`config.mk`:
```
export PLATFORM = sky130hd
export DESIGN_NAME = draw_ship
export DESIGN_NICKNAME = d
export VERILOG_FILES = /design/src/rtl/draw_ship_pkg.sv /design/src/rtl/vga_delay.sv /design/src/rtl/draw_ship.sv
export SDC_FILE = /design/constraint.sdc
export NUM_CORES = 1
export LEC_CHECK = 0
export CORE_MARGIN = 1
export CORE_UTILIZATION = 53
export DETAILED_ROUTE_END_ITERATION = 8
export PLACE_DENSITY = 0.82
export SLEW_MARGIN = 20
export SYNTH_ARGS = -nofsm -noshare
export SYNTH_HDL_FRONTEND = slang
export SYNTH_SLANG_ARGS = --single-unit
```
`constraint.sdc`:
```
create_clock -name clk -period 7.2 [get_ports clk]
set_input_delay 0.72 -clock clk [delete_from_list [all_inputs] [get_ports clk]]
set_output_delay 0.72 -clock clk [all_outputs]
set_load 0.1 [all_outputs]
```
`src/rtl/draw_ship_pkg.sv`:
```
`default_nettype none
// ============================================================================
// Module   : draw_ship_pkg
// Brief    : Shared widths, ship defaults and blink-state encoding.
// Revision : 1.0
// ============================================================================
package draw_ship_pkg;

    localparam int unsigned c_timing_w    = 11;
    localparam int unsigned c_rgb_w       = 12;
    localparam int unsigned c_addr_w      = 14;
    localparam int unsigned c_ship_width  = 48;
    localparam int unsigned c_ship_height = 64;
    localparam logic [11:0] c_key_color   = 12'h0F0;
    localparam logic [5:0]  c_blink_last  = 6'd47;

    typedef enum logic [0:0] {
        ST_IDLE  = 1'b0,
        ST_BLINK = 1'b1
    } blink_state_e;

endpackage
`default_nettype wire

```
`src/rtl/vga_delay.sv`:
```
`default_nettype none
// ============================================================================
// Module   : vga_delay
// Brief    : Two-stage delay of the VGA timing bundle; the second stage
//            blanks the colour or replaces it with an overlay colour.
// Revision : 1.0
// ============================================================================
module vga_delay
    import draw_ship_pkg::*;
#(
    parameter int unsigned TW    = c_timing_w,
    parameter int unsigned RGB_W = c_rgb_w
) (
    input  logic             clk,
    input  logic             rst_n,
    input  logic [TW-1:0]    hcount_in,
    input  logic [TW-1:0]    vcount_in,
    input  logic             hsync_in,
    input  logic             vsync_in,
    input  logic             hblnk_in,
    input  logic             vblnk_in,
    input  logic [RGB_W-1:0] rgb_in,
    input  logic             ovr_en,
    input  logic [RGB_W-1:0] ovr_rgb,
    output logic [TW-1:0]    hcount_out,
    output logic [TW-1:0]    vcount_out,
    output logic             hsync_out,
    output logic             vsync_out,
    output logic             hblnk_out,
    output logic             vblnk_out,
    output logic [RGB_W-1:0] rgb_out
);

    typedef struct packed {
        logic [TW-1:0]    hcount;
        logic [TW-1:0]    vcount;
        logic             hsync;
        logic             vsync;
        logic             hblnk;
        logic             vblnk;
        logic [RGB_W-1:0] rgb;
    } bus_t;

    bus_t s1_d, s1_q, s2_d, s2_q;

    always_comb begin
        s1_d = '{hcount: hcount_in, vcount: vcount_in, hsync: hsync_in,
                 vsync: vsync_in, hblnk: hblnk_in, vblnk: vblnk_in, rgb: rgb_in};
        s2_d = s1_q;
        // Blanking wins over the overlay so nothing is drawn in the porches.
        if (s1_q.hblnk || s1_q.vblnk) begin
            s2_d.rgb = '0;
        end else if (ovr_en) begin
            s2_d.rgb = ovr_rgb;
        end
    end

    always_ff @(posedge clk) begin
        if (!rst_n) begin
            s1_q <= '0;
            s2_q <= '0;
        end else begin
            s1_q <= s1_d;
            s2_q <= s2_d;
        end
    end

    assign hcount_out = s2_q.hcount;
    assign vcount_out = s2_q.vcount;
    assign hsync_out  = s2_q.hsync;
    assign vsync_out  = s2_q.vsync;
    assign hblnk_out  = s2_q.hblnk;
    assign vblnk_out  = s2_q.vblnk;
    assign rgb_out    = s2_q.rgb;

endmodule
`default_nettype wire

```
`src/rtl/draw_ship.sv`:
```
`default_nettype none
// ============================================================================
// Module   : draw_ship
// Brief    : Overlays a keyed sprite ROM onto the VGA stream with a
//            frame-latched position and a hit-triggered blink.
// Revision : 1.0
// ============================================================================
module draw_ship
    import draw_ship_pkg::*;
#(
    parameter int unsigned       WIDTH     = c_ship_width,
    parameter int unsigned       HEIGHT    = c_ship_height,
    parameter logic [c_rgb_w-1:0] KEY_COLOR = c_key_color
) (
    input  logic                  clk,
    input  logic                  rst_n,
    input  logic [c_timing_w-1:0] hcount_in,
    input  logic [c_timing_w-1:0] vcount_in,
    input  logic                  hsync_in,
    input  logic                  vsync_in,
    input  logic                  hblnk_in,
    input  logic                  vblnk_in,
    input  logic [c_rgb_w-1:0]    rgb_in,
    input  logic [11:0]           xpos,
    input  logic [11:0]           ypos,
    input  logic                  hit,
    input  logic [c_rgb_w-1:0]    rgb_pixel,
    output logic [c_addr_w-1:0]   pixel_addr,
    output logic [c_timing_w-1:0] hcount_out,
    output logic [c_timing_w-1:0] vcount_out,
    output logic                  hsync_out,
    output logic                  vsync_out,
    output logic                  hblnk_out,
    output logic                  vblnk_out,
    output logic [c_rgb_w-1:0]    rgb_out,
    output logic                  blinking
);

    logic                vblnk_prev_d, vblnk_prev_q;
    logic [11:0]         x_lat_d, x_lat_q, y_lat_d, y_lat_q;
    logic                in_rect_d, in_rect_q;
    logic [c_addr_w-1:0] pixel_addr_d, pixel_addr_q;
    blink_state_e        state_d, state_q;
    logic [5:0]          fcnt_d, fcnt_q;
    logic                blinking_d, blinking_q;

    logic                frame_start;
    logic [12:0]         x_end, y_end;
    logic                visible;
    logic                sprite_en;

    // Stage 1: position latch, hit test and ROM address.
    always_comb begin
        frame_start  = vblnk_in & ~vblnk_prev_q;
        vblnk_prev_d = vblnk_in;
        x_lat_d      = frame_start ? xpos : x_lat_q;
        y_lat_d      = frame_start ? ypos : y_lat_q;
        x_end        = {1'b0, x_lat_q} + 13'(WIDTH);
        y_end        = {1'b0, y_lat_q} + 13'(HEIGHT);
        in_rect_d    = ({1'b0, x_lat_q} <= {2'b0, hcount_in}) && ({2'b0, hcount_in} < x_end) &&
                       ({1'b0, y_lat_q} <= {2'b0, vcount_in}) && ({2'b0, vcount_in} < y_end);
        pixel_addr_d = pixel_addr_q;
        if (in_rect_d) begin
            pixel_addr_d = {vcount_in[6:0] - y_lat_q[6:0], hcount_in[6:0] - x_lat_q[6:0]};
        end
    end

    // Blink FSM: a hit always restarts the 48-frame window, even on a frame start.
    always_comb begin
        state_d = state_q;
        fcnt_d  = fcnt_q;
        if (hit) begin
            state_d = ST_BLINK;
            fcnt_d  = 6'd0;
        end else if (state_q == ST_BLINK && frame_start) begin
            if (fcnt_q == c_blink_last) begin
                state_d = ST_IDLE;
                fcnt_d  = 6'd0;
            end else begin
                fcnt_d = fcnt_q + 6'd1;
            end
        end
        blinking_d = (state_d == ST_BLINK);
        visible    = (state_q == ST_IDLE) | ~fcnt_q[3];
        sprite_en  = in_rect_q & visible & (rgb_pixel != KEY_COLOR);
    end

    always_ff @(posedge clk) begin
        if (!rst_n) begin
            vblnk_prev_q <= 1'b0;
            x_lat_q      <= '0;
            y_lat_q      <= '0;
            in_rect_q    <= 1'b0;
            pixel_addr_q <= '0;
            state_q      <= ST_IDLE;
            fcnt_q       <= '0;
            blinking_q   <= 1'b0;
        end else begin
            vblnk_prev_q <= vblnk_prev_d;
            x_lat_q      <= x_lat_d;
            y_lat_q      <= y_lat_d;
            in_rect_q    <= in_rect_d;
            pixel_addr_q <= pixel_addr_d;
            state_q      <= state_d;
            fcnt_q       <= fcnt_d;
            blinking_q   <= blinking_d;
        end
    end

    assign pixel_addr = pixel_addr_q;
    assign blinking   = blinking_q;

    vga_delay #(
        .TW    (c_timing_w),
        .RGB_W (c_rgb_w)
    ) u_vga_delay (
        .clk        (clk),
        .rst_n      (rst_n),
        .hcount_in  (hcount_in),
        .vcount_in  (vcount_in),
        .hsync_in   (hsync_in),
        .vsync_in   (vsync_in),
        .hblnk_in   (hblnk_in),
        .vblnk_in   (vblnk_in),
        .rgb_in     (rgb_in),
        .ovr_en     (sprite_en),
        .ovr_rgb    (rgb_pixel),
        .hcount_out (hcount_out),
        .vcount_out (vcount_out),
        .hsync_out  (hsync_out),
        .vsync_out  (vsync_out),
        .hblnk_out  (hblnk_out),
        .vblnk_out  (vblnk_out),
        .rgb_out    (rgb_out)
    );

endmodule
`default_nettype wire

```
Word level (Yosys, flattened, before mapping)
Index checks and enable logic that the tools add are counted.

storage, ports and cells
  ROM bits = 0
  input bits = 77
  memory bits (writable) = 0
  word-level logic and storage cells = 54
  bits in latches = 0
  output and inout port bits = 53
  bits in registers = 122
  memories = 0

operators by class
  $lt $le $gt $ge = 4
  shift operators = 0
  bitwise operators = 8
  divide/modulo/power cells = 0
  multiply operators = 0
  multiplexer cells = 5
  equal/unequal tests = 2
  add/sub/neg operators = 5
  reduce and logical (&&, ||, !) cells = 10

operators with widths
  cell                     number
  $lt A11 B13 Y1           2
  $le A12 B11 Y1           2
  $sub A7 B7 Y7            2
  $add A12 B6 Y13 const B  1
  $add A12 B7 Y13 const B  1
  $mux W12                 1
  $ne A12 B8 Y1 const B    1
  $add A6 B1 Y6 const B    1
  $eq A6 B6 Y1 const B     1
  $mux W6                  1
  $logic_and A1 B1 Y1      4
  $not A1 Y1               4
  $reduce_bool A2 Y1       2
  $reduce_or A2 Y1         2
  $and A1 B1 Y1            3
  $mux W1                  3
  $reduce_and A2 Y1        1
  $logic_or A1 B1 Y1       1
  $or A1 B1 Y1             1

Depth between registers and ports, before layout
  depth in word-level cells = 5
  depth in mapped cells = 13
  mapped depth without buffers = 11

By module
From an unflattened synthesis, not the netlist that was laid out.

unflattened totals
  cell total of the unflattened synthesis = 589
  area, all modules = 5445.2 sq um

by module, submodules not included
  module     instances  cells each  seq. area each (sq um)  area each (sq um)
  draw_ship  1          415         940.9                   3303.2
  vga_delay  1          174         1521.5                  2142.1

Worst setup path before layout
No wires, ideal clock.

  path kind = input -> register
  from = input vcount_in[1]
  to = register pixel_addr_q[12] (netlist: pixel_addr[12])
  stages = 10
  setup time = 0.121 ns
  path slack = 4.348 ns
  required time = 7.079 ns
  buffers on the path = 1
  arrival time = 2.730 ns
  cells stage by stage = inv_1 -> ha_1 -> nor2b_1 -> o211ai_1 -> a21oi_1 -> o311ai_0 -> a21oi_1 -> or4b_1 -> buf_6 -> mux2_4

between the ends
  word-level cells in the longest chain between the ends = 3
  elaborated cells between the ends (all ways) = 5
  those cells by class = add/sub: 1; order compare: 2; reduce/logical: 2

ends and longest elaborated chain
  item                    line              source
  start: declaration      draw_ship.sv:18   input logic [c_timing_w-1:0] vcount_in,
  $le A12 B11 Y1          draw_ship.sv:61   ({1'b0, y_lat_q} <= {2'b0, vcount_in}) && ({2'b0, vcount_in} < y_end);
  $logic_and A1 B1 Y1     draw_ship.sv:60   in_rect_d = ({1'b0, x_lat_q} <= {2'b0, hcount_in}) && ({2'b0, hcount_in} < x_end) &&
  $logic_and A1 B1 Y1     draw_ship.sv:61
  end signal: assignment  draw_ship.sv:103  pixel_addr_q <= pixel_addr_d;
  end: declaration        draw_ship.sv:42   logic [c_addr_w-1:0] pixel_addr_d, pixel_addr_q;

Parallel ways exist; a longest one is shown, timed or not.
A chain may end at the register's enable or synchronous reset.

Worst setup path in the final report
Same ends and word-level chain as after synthesis.

==> impl_metrics.ini <==
[run_status]
status = finished clean

[synthesis]
synth-edff-count = 0
netlist_area_um2 = 5370
yosysWarnings = 0
synth_top_area_frac = 0.455
synth_top_area_cell = dfxtp_1
syn_inst = 586
seq_area_frac_synth = 0.455
synth_most_common_cell = dfxtp_1
synth_common_cells = dfxtp_1 (122), nand2_1 (78), nor2_1 (54)
synth.area.top_cells = dfxtp_1 (46%), ha_1 (11%), nand2_1 (5.5%)
ys_seq_elements = 122
syn_avg_cell_area_um2 = 9.16
ys_types = 49
async_flop_share = 0
syn_nets = 714
synth_ff_type = dfxtp_1

[detailed_routing]
drtAntennaViolNets = 0
vias = 4389
firstDrtPassIters = 4
drt_iter0_drc = 207
routed_wirelength_mm = 12.7
avgRoutedWirePerCell_um = 14.7
post-route-drc-count = 0
via_per_inst = 5.11

[critical_path]
cp_slowest_cell = or4b_1
path_class = in2reg
required_ns = 7.59
slowest_delay_ns = 0.93
end_kind = flip-flop
arrival_ns = 3.82
crit_top_cell = a21oi_1
timing.rr.start = x_lat_q[4]
start_kind = primary input
crit_chain = clkdlybuf4s50_1, inv_1, ha_1, nor2b_1, o31ai_4, a21oi_1, o21ai_0, a21oi_1, or4b_1, mux2_4
crit_start = vcount_in[1]
crit_fanout = 15

[final_layout]
multi_input_area_um2 = 2670
syn_to_final_growth_pct = 36.7
stdcell_count = 859
register_area_um2 = 2440
drive_above_1_share = 0.0579
n_fill_cell = 693
n_antenna_cell = 0
final_net_count = 843
stdcell_area_um2 = 7330
fin_util = 0.750

[floorplanning]
die_x_um = 103
dieHeight_um = 103
initial_utilization = 0.549
fp-row-count = 36
io_pins = 130
die_area_um2 = 10500
core_area_um2 = 9770

[worst_hold_path]
hp-class = reg2reg
min_from = u_vga_delay.s1_q[28]

[timing]
setup_viol = 0
hold_viol_final = 0
fin_skew_ns = 0.00643
min_period_over_period = 0.475
max_freq_mhz = 292
worst_pin_slew_ns = 1.04
setup_tns_ns = 0
slew_viol_final = 0
slew_headroom = 0.305
period_minus_slack_ns = 3.42
rsz0062_at_grt = false

[placed_design]
place_area_um2 = 6750
place_congestion = 0.888
placed_cells = 829
dp_hpwl_mm = 8.86
port_buffers = 129

[clocking]
cts_buffers = 17
clock-sinks = 122
hold_buffers = 0
cts-root-buf = clkbuf_8
htreeDepth = 4
clkTransAtPathRegs_ns = 0.05
clockBufferDepth = 2
clk_latency_ns = 0.51
ctsResizeCount = 0
cts_setup_buffers = 0
cts_tree = yes

[global_route]
grt_pass1_vias = 4248
overflow = 0
grt_max_degree = 73
grt_pass1_wl_mm = 19.8
grt_antenna_before_repair = 0
grt_usage = 0.248

[power]
p_leak_nw = 3.08
p_total_mw = 1.94
peakVddDrop_mv = 0.136
power_density_nw_per_um2 = 264

[run]
maxCapViolCount = 0
==> report_power, final <==
group          internal [mW]  switching (mW)
sequential             0.712          0.0202
clock                  0.540           0.295
combinational          0.133           0.238
==> metrics by stage <==
stage,hold slack [ns],setup slack [ns]
after floorplan,0.412,4.35
after global placement,0.416,3.39
after detailed placement,0.418,3.26
after CTS,0.431,3.80
after global routing,0.442,3.57
final,0.430,3.78
==> placed cells by master (no fill, tap or decap), types with 5 or more instances in the layout <==
cell             netlist  final
clkdlybuf4s50_1        0    128
dfxtp_1              122    122
nand2_1               78     78
nor2_1                54     54
ha_1                  49     49
and2_1                43     43
a21oi_1               41     41
inv_1                 40     40
mux2i_1               26     26
clkbuf_16              0     16
nand2b_1              12     12
nand3_1               11     11
xor2_1                10     10
o21ai_0                8      8
xnor2_1                7      7
nor3_1                 7      7
nor2b_1                7      6
clkinvlp_4             0      5
==> worst paths after layout <==
kind	to	slack, ns	depth (start not counted)
hold / removal	u_vga_delay.hcount_out[1]	0.43	1
hold reg to reg	u_vga_delay.hcount_out[1]	0.43	1
setup / recovery	pixel_addr[12]	3.78	10
setup reg to reg	pixel_addr[12]	3.79	11
==> layer usage <==
metal  global-route usage  vias up  routed length (µm)
li1                     -     2178                   -
met1                0.288     2034                5380
met2                0.433      158                6220
met3               0.0603       19                 831
met4                0.110        0                 223
met5                    0        -                   0
==> state kept, by name (all words and copies together) (netlist names) <==
name                    cells
u_vga_delay.hblnk_out       1
x_lat_q                    12
u_vga_delay.vblnk_out       1
blinking                    1
u_vga_delay.hsync_out       1
u_vga_delay.s1_q           38
pixel_addr                 14
u_vga_delay.hcount_out     11
u_vga_delay.rgb_out        12
in_rect_q                   1
y_lat_q                    12
u_vga_delay.vsync_out       1
fcnt_q                      6
u_vga_delay.vcount_out     11
==> critical path: cells and delay by family <==
family	cells	cell delay, ns
compound gates	4	0.65
fa+ha+maj	1	0.33
buf+inv	2	0.58
mux	1	0.43
simple gates	2	1.11
==> area by class of cell <==
| class | count | area share |
|---|---|---|
| multi-input combinational | 401 | 0.364 |
| sequential | 122 | 0.333 |
| timing repair buffer | 133 | 0.179 |
| clock buffer | 19 | 0.0602 |
| tap | 133 | 0.0227 |
| inverter | 40 | 0.0205 |
| clock inverter | 11 | 0.0200 |
==> logic make-up (layout without fill, tap and decap cells) <==
group,count (synthesis),after routing,share of synthesized area
compound gates,75,75,0.0856
xor+xnor,17,17,0.0278
fa+ha+maj,51,51,0.122
buf+inv,63,203,0.0476
flops,122,122,0.455
mux,29,29,0.0555
simple gates,229,229,0.207
No activity file was read; power rests on OpenSTA's default activity.
